**src/rtl/rotate_pkg.sv**
```systemverilog
// Shared types and constants for the rotate arbiter: FSM states, datapath
// widths, direction encoding and the left-equivalent rotate amount.
package rotate_pkg;

    localparam int WIDTH = 16;
    localparam int AMT_W = 4;

    localparam logic DIR_LEFT  = 1'b0;
    localparam logic DIR_RIGHT = 1'b1;

    typedef enum logic [1:0] {
        IDLE = 2'd0,
        EXEC = 2'd1,
        DONE = 2'd2
    } state_t;

    // A right rotate by amt equals a left rotate by (-amt) mod 2**AMT_W.
    function automatic logic [AMT_W-1:0] eff_amt(input logic [AMT_W-1:0] amt,
                                                 input logic dir);
        return (dir == DIR_RIGHT) ? ({AMT_W{1'b0}} - amt) : amt;
    endfunction

endpackage

```
**src/rtl/rotl16.sv**
```systemverilog
// Purely combinational 16-bit rotate-left by a 4-bit amount.
module rotl16
    import rotate_pkg::*;
(
    input  logic [WIDTH-1:0] data,
    input  logic [AMT_W-1:0] amt,
    output logic [WIDTH-1:0] result
);

    logic [2*WIDTH-1:0] doubled;

    // Shifting the doubled word left leaves the wrapped bits in the upper half.
    assign doubled = {data, data} << amt;
    assign result  = doubled[2*WIDTH-1:WIDTH];

endmodule

```
**src/rtl/rotate_arbiter.sv**
```systemverilog
// Round-robin sharing of one rotl16 between two requesters; one operation in
// flight at a time, result returned from a registered result register.
module rotate_arbiter
    import rotate_pkg::*;
#(
    parameter int FIRST_PRIO = 0
) (
    input  logic             clk,
    input  logic             rst_n,
    input  logic             req0_valid,
    output logic             req0_ready,
    input  logic [WIDTH-1:0] req0_data,
    input  logic [AMT_W-1:0] req0_amt,
    input  logic             req0_dir,
    output logic             rsp0_valid,
    input  logic             rsp0_ready,
    output logic [WIDTH-1:0] rsp0_data,
    input  logic             req1_valid,
    output logic             req1_ready,
    input  logic [WIDTH-1:0] req1_data,
    input  logic [AMT_W-1:0] req1_amt,
    input  logic             req1_dir,
    output logic             rsp1_valid,
    input  logic             rsp1_ready,
    output logic [WIDTH-1:0] rsp1_data,
    output logic             busy
);

    // Handshake: a transfer happens on a rising edge where valid && ready;
    // valid and payload must stay stable until then, ready may depend on valid.

    // last_grant starts as the loser so FIRST_PRIO wins the first contention.
    localparam logic RESET_LAST = (FIRST_PRIO == 0) ? 1'b1 : 1'b0;

    state_t           state, state_next;
    logic             last_grant;
    logic             owner;
    logic             grant;
    logic             accept;
    logic             owner_rsp_ready;
    logic [WIDTH-1:0] op_data;
    logic [AMT_W-1:0] op_amt;
    logic [WIDTH-1:0] rot_out;
    logic [WIDTH-1:0] result;

    rotl16 u_rotl16 (
        .data   (op_data),
        .amt    (op_amt),
        .result (rot_out)
    );

    always_comb begin
        grant = 1'b0;
        if (req0_valid && req1_valid) begin
            grant = ~last_grant;
        end else if (req1_valid) begin
            grant = 1'b1;
        end
    end

    assign req0_ready      = (state == IDLE) && req0_valid && !grant;
    assign req1_ready      = (state == IDLE) && req1_valid && grant;
    assign accept          = req0_ready || req1_ready;
    assign owner_rsp_ready = owner ? rsp1_ready : rsp0_ready;

    always_comb begin
        state_next = state;
        case (state)
            IDLE:    if (accept) state_next = EXEC;
            EXEC:    state_next = DONE;
            DONE:    if (owner_rsp_ready) state_next = IDLE;
            default: state_next = IDLE;
        endcase
    end

    always_ff @(posedge clk) begin
        if (!rst_n) begin
            state      <= IDLE;
            last_grant <= RESET_LAST;
            owner      <= 1'b0;
            op_data    <= '0;
            op_amt     <= '0;
            result     <= '0;
        end else begin
            state <= state_next;
            if (accept) begin
                owner      <= grant;
                last_grant <= grant;
                op_data    <= grant ? req1_data : req0_data;
                op_amt     <= grant ? eff_amt(req1_amt, req1_dir)
                                    : eff_amt(req0_amt, req0_dir);
            end
            if (state == EXEC) begin
                result <= rot_out;
            end
        end
    end

    assign rsp0_valid = (state == DONE) && !owner;
    assign rsp1_valid = (state == DONE) && owner;
    assign rsp0_data  = result;
    assign rsp1_data  = result;
    assign busy       = (state != IDLE);

endmodule

```
**config.mk**
```make
export PLATFORM = sky130hd
export DESIGN_NAME = rotate_arbiter
export DESIGN_NICKNAME = d
export VERILOG_FILES = /design/src/rtl/rotate_pkg.sv /design/src/rtl/rotl16.sv /design/src/rtl/rotate_arbiter.sv
export SDC_FILE = /design/constraint.sdc
export NUM_CORES = 1
export LEC_CHECK = 0
export ABC_AREA = 1
export BUFFER_PORTS_ARGS = -buffer_cell sky130_fd_sc_hd__buf_2
export CELL_PAD_IN_SITES_DETAIL_PLACEMENT = 0
export CELL_PAD_IN_SITES_GLOBAL_PLACEMENT = 1
export CORE_UTILIZATION = 32
export CTS_BUF_LIST = sky130_fd_sc_hd__clkbuf_4 sky130_fd_sc_hd__clkbuf_8 sky130_fd_sc_hd__clkbuf_16
export DETAILED_ROUTE_END_ITERATION = 8
export HOLD_SLACK_MARGIN = 0.1
export PLACE_DENSITY_LB_ADDON = 0.1
export REMOVE_ABC_BUFFERS = 1
export SYNTH_ARGS = -nofsm -noshare
export SYNTH_HDL_FRONTEND = slang
export SYNTH_HIERARCHICAL = 1
export SYNTH_SLANG_ARGS = --single-unit
```
**constraint.sdc**
```tcl
create_clock -name clk -period 1.2 [get_ports clk]
set_input_delay 0 -clock clk [delete_from_list [all_inputs] [get_ports clk]]
set_output_delay 0 -clock clk [all_outputs]
set_load 0.005 [all_outputs]
```
# ---- Word level (Yosys, flattened, before mapping)
# Index checks and enable logic that the tools add are counted.
dict set report word_totals {
  word_cells 37
  reg_bits 40
  output_inout_bits 37
  inputBits 48
}
dict set report classes {
  reduce_logical 13
  bitwise_logic 1
  n_eq_ne 4
  n_addsub 2
  muxes 10
  shifts 1
}
# cell count
set op_table {}
lappend op_table {{<< shifter 32 x 4 -> 32 bit} 1}
lappend op_table {{two-way mux 16 bit} 1}
lappend op_table {{two-way mux 4 bit} 3}
lappend op_table {{subtractor 1 x 4 -> 4 bit (first input constant)} 2}
lappend op_table {{logical AND 1 bit} 7}
lappend op_table {{case mux 2 bit (3 select lines)} 1}
lappend op_table {{two-way mux 2 bit} 2}
lappend op_table {{!= test 2 bit (second input constant)} 2}
lappend op_table {{two-way mux 1 bit} 3}
lappend op_table {{equality test 2 x 1 -> 1 bit (second input constant)} 1}
lappend op_table {{equality test 2 bit (second input constant)} 1}
lappend op_table {{logical NOT 1 bit} 2}
lappend op_table {{logical NOT 2 bit} 1}
lappend op_table {{AND reduction 2 bit} 1}
lappend op_table {{nonzero test 2 bit} 1}
lappend op_table {{logical OR 1 bit} 1}
lappend op_table {{NOT 1 bit} 1}

# ---- Depth between registers and ports, before layout
dict set report depth {
  depth_word 7
  ltp_mapped 11
}

# ---- By module
# The synthesis kept the hierarchy.
# module seq_area_each_um2 area_each_um2 n_inst cells_per_inst
set by_module_without_submodules {}
lappend by_module_without_submodules {rotate_arbiter 800.8 1963.1 1 296}
lappend by_module_without_submodules {rotl16 0.0 979.7 1 176}

# ---- Worst setup path after synthesis
# No wires, ideal clock.
dict set report synth_path {
  kind {register to register}
  start {register op_amt[0]}
  end {register result[7] (netlist: rsp0_data[7])}
  arrival_time_ns 1.124
  path_stages_with_launch 12
  slack_ns -0.040
  t_required_ns 1.084
  period_less_slack_ns 1.240
  n_path_buf 2
  setup_time_ns 0.116
  path_cell_list {dfxtp_1 buf_6 inv_8 buf_12 nand2_4 nand3_2 nand3_1 nand2_1 nand2_1 nand2_1 nor2_1 nor2_1}
}
dict set report synth_between {
  elab_chain_cells 1
}
# item line
set synth_rtl {}
lappend synth_rtl {{start: declaration} rotate_arbiter.sv:42} ;# logic [AMT_W-1:0] op_amt;
lappend synth_rtl {{start signal: assignment} rotate_arbiter.sv:90} ;# op_amt <= grant ? eff_amt(req1_amt, req1_dir)
lappend synth_rtl {{<< shifter 32 x 4 -> 32 bit} rotl16.sv:13} ;# assign doubled = {data, data} << amt;
lappend synth_rtl {{net rot_out[7]} rotate_arbiter.sv:43} ;# logic [WIDTH-1:0] rot_out;
lappend synth_rtl {{end signal: assignment} rotate_arbiter.sv:94} ;# result <= rot_out;
lappend synth_rtl {{end: declaration} rotate_arbiter.sv:44} ;# logic [WIDTH-1:0] result;
# The timed path passes the listed nets, and every way through them passes these cells.
# A chain may end at the register's enable or synchronous reset.

# ---- Worst setup path after layout
dict set report layout_path {
  start {register op_amt[0]}
  end {register result[0] (netlist: rsp0_data[0])}
}
# Same word-level chain as after synthesis.

==> flow_summary.yaml <==
critical_path:
  cp-end-kind: "register"
  crit_path_max_fanout: 6
  path_class: "register to register"
  timing.reg2reg.worst_path_depth: 9
  setup.reg_to_reg.worst_slack_ns: -0.1
  required_arrival_time_at_the_worst_endpoint_ns: 1.39
  critical_path_arrival_ns: 1.49
  worstSetupStartpointType: "register"
  crit-reg2reg-launch: "op_amt[0]$_SDFFE_PN0P_"
  r2r-end: "rsp0_data[0]$_SDFFE_PN0N_"
sta:
  final.setup_skew_ns: 0.00507
  max_clock_freq_mhz: 771
  setup_viol_count_final: 17
  timing.final.crit_period_ns: 1.30
  final.setup.worst_slack_ns: -0.0965
  relSlewSlack_pct: 69.6
  hold_viol: 0
  final_slew_violations: 0
  timing_worst_slew_pin_value_ns: 0.455
  grt_setup_unrepaired: "yes"
  layout_worst_path_cycle_share_pct: 108
clock_tree:
  cts.repair_timing.setup_buffer_count: 0
  root_buffer: "clkbuf_8"
  clock_sinks: 40
  cts_tree: "done"
  clock_tree.buffer_depth: 2
  clk-insertion-delay-late_ns: 0.30
  htree_levels: 2
  number_of_cts_inserted_buffers: 5
  cts.clk_slew.worst_paths_ns: 0.08
global_routing:
  first_global_vias: 3033
  grt_antenna_before_repair: 0
  gr-total-overflow: 0
  grt_use_total_pct: 17.7
  grt_pass1_wl_um: 13900
  grt_start_max_net_pins: 39
finish:
  nFillCells: 926
  final_design_area_no_fill_sq_um: 4200
  multiInputGateArea_sq_um: 2030
  final_core_utilization_pct: 47.7
  num_antenna_cells: 0
  final_cells: 681
  nets_final: 622
  layout-drive-gt1-share_pct: 37.9
  layout.area.seq_sq_um: 810
  area.growth.synth_to_final_pct: 42.6
place:
  dp_hpwl_um: 5620
  standard_cell_area_after_detailed_placement_sq_um: 3340
  gp_congestion: 0.852
  portBuffers: 84
  place.detailed.instances: 635
floorplanning:
  floorplan.initialDensity_pct: 33.4
  fp-row-count: 34
  floorplan.die_area_sq_um: 9580
  floorplan.core_area_sq_um: 8810
  die_w_um: 97.9
  dieHeight_um: 97.9
  ioPinCount: 85
run:
  maxCapViolCount: 0
routing:
  detail_routed_net_length_per_standard_cell_um: 12.5
  final_antenna_net_count: 0
  via_total_after_detailed_routing: 3190
  drc: 4
  first_iteration_detailed_routing_drc_count: 78
  drt_wl_total_um: 8510
  post_drt_via_cell_ratio: 4.68
  firstDrtPassIters: 6
logic_synthesis:
  ys.warnings.count: 6
  synth.yosys.seq_area_share_pct: 27.2
  postSynthRegisterBits: 40
  syn-instance-count: 472
  synthDistinctLibCells: 23
  syn-cell-area_sq_um: 2940
  synthesis.area_per_instance_sq_um: 6.23
hold_path:
  timing.hold.worst.start: "req0_amt[3]"
  whs_path_depth: 7
  min-delay-path-class: "input port to register"
  worstHoldEndpoint: "op_amt[3]$_SDFFE_PN0P_"
outcome:
  status: "complete, but fails checks"
  violated_checks: "design-rule violations, negative setup slack"
pwr:
  leakage_nw: 2.24
  finalPower_mw: 4.85
  power_per_cell_area_nw_per_um2: 1150
  worst_ir_drop_vdd_mv: 0.596
==> Yosys cell counts <==
cell type	instances	share of area (%)
nand2_1	153	20
nor2_1	77	9.8
nand3_1	52	8.8
o21ai_0	41	7.0
dfxtp_1	40	27
nand3_2	20	6.8
buf_4	18	4.6
inv_1	18	2.3
buf_2	12	2.0
nand2_4	10	3.8
buf_6	7	2.7
clkbuf_1	4	0.51
inv_2	4	0.51
nand2_2	3	0.64
nor3_1	3	0.51
a21oi_1	2	0.34
ha_1	2	0.85
buf_12	1	0.68
inv_4	1	0.21
inv_8	1	0.38
nor2_2	1	0.21
nor2_4	1	0.38
o21ai_1	1	0.17
==> report_power, final <==
group | total, mW | internal (mW) | switching (mW)
clock network | 0.956 | 0.459 | 0.497
logic | 2.18 | 0.938 | 1.24
registers | 1.71 | 1.50 | 0.213
total | 4.85 | 2.90 | 1.95
==> final cells by class <==
cell class              instances  area share (%)
multi-input cells             366            48.3
repair buffers                135            24.3
flip-flops and latches         40            19.3
well taps                     108            3.22
inverters                      24            2.68
clock buffers                   6            1.97
clock inverters                 2           0.239
==> cells in the final DEF (no fill, tap or decap), types with 4 or more instances in the layout <==
cell type	instances
buf_2	84
inv_1	17
nand2_2	27
o21ai_2	5
nand2_1	119
dfxtp_2	4
o21ai_0	24
clkbuf_8	6
nand3_2	38
buf_12	5
nor2_1	74
dfxtp_1	35
buf_6	4
inv_2	4
nand2_4	19
dlygate4sd3_1	35
nand3_1	32
o21ai_1	13
==> worst max path at each step <==
stage	start	endpoint	slack [ns]
detailed placement	op_amt[0]$_SDFFE_PN0P_	rsp0_data[4]$_SDFFE_PN0N_	-0.24
finish	op_amt[0]$_SDFFE_PN0P_	rsp0_data[0]$_SDFFE_PN0N_	-0.1
global route	op_amt[0]$_SDFFE_PN0P_	rsp0_data[2]$_SDFFE_PN0N_	-0.19
floorplan	last_grant$_SDFFE_PN1P_	op_amt[2]$_SDFFE_PN0P_	-0.35
global placement	op_amt[0]$_SDFFE_PN0P_	rsp0_data[12]$_SDFFE_PN0N_	-0.24
CTS	op_amt[0]$_SDFFE_PN0P_	rsp0_data[2]$_SDFFE_PN0N_	-0.08
==> cell families (layout without fill, tap and decap cells) <==
family | count (synthesis) | after routing | share of synthesized area [%]
simple gates | 320 | 320 | 50.6
buf+inv | 66 | 167 | 13.9
compound gates | 44 | 44 | 7.48
flops | 40 | 40 | 27.2
fa+ha+maj | 2 | 2 | 0.850
==> registers in the layout (all words and copies together), names as in the netlist <==
name and count:
owner 1, op_amt 4, state 2, rsp0_data 16
last_grant 1, op_data 16
==> metrics by stage <==
stage               TNS (ns)  setup WS, ns  hold slack [ns]
CTS                    -1.15       -0.0812            0.109
detailed placement     -3.29        -0.240            0.321
floorplan             -11.98        -0.348           0.0850
global route           -3.06        -0.193            0.177
global placement       -2.90        -0.238            0.317
finish                 -1.15       -0.0965            0.141
==> critical path: stages (launching register included) <==
cell and delay [ns]:
dfxtp_4 0.40, buf_12 0.16, nand2_2 0.09, nand3_2 0.10
nand3_2 0.10, nand2_2 0.07, nand2_1 0.06, nand2_1 0.07
nor2_1 0.10, nor2_1 0.04
==> metal layers <==
metal  global-route usage [%]  vias up  routed length, um
met4                     5.13        0                111
met5                        0        -                  0
met2                     32.6       65               4240
met1                     21.3     1433               3900
li1                         -     1679                  -
met3                     2.51       13                254
==> timing repair <==
action / 4_1_cts / 5_1_grt
hold endpoints to repair: 18 / 0
hold buffers: 35 / 0
gates cloned: 1 / 2
setup endpoints to repair: 20 / 33
pin swaps: 27 / 22
resized for setup: 45 / 72
No activity file was read; power rests on OpenSTA's default activity.
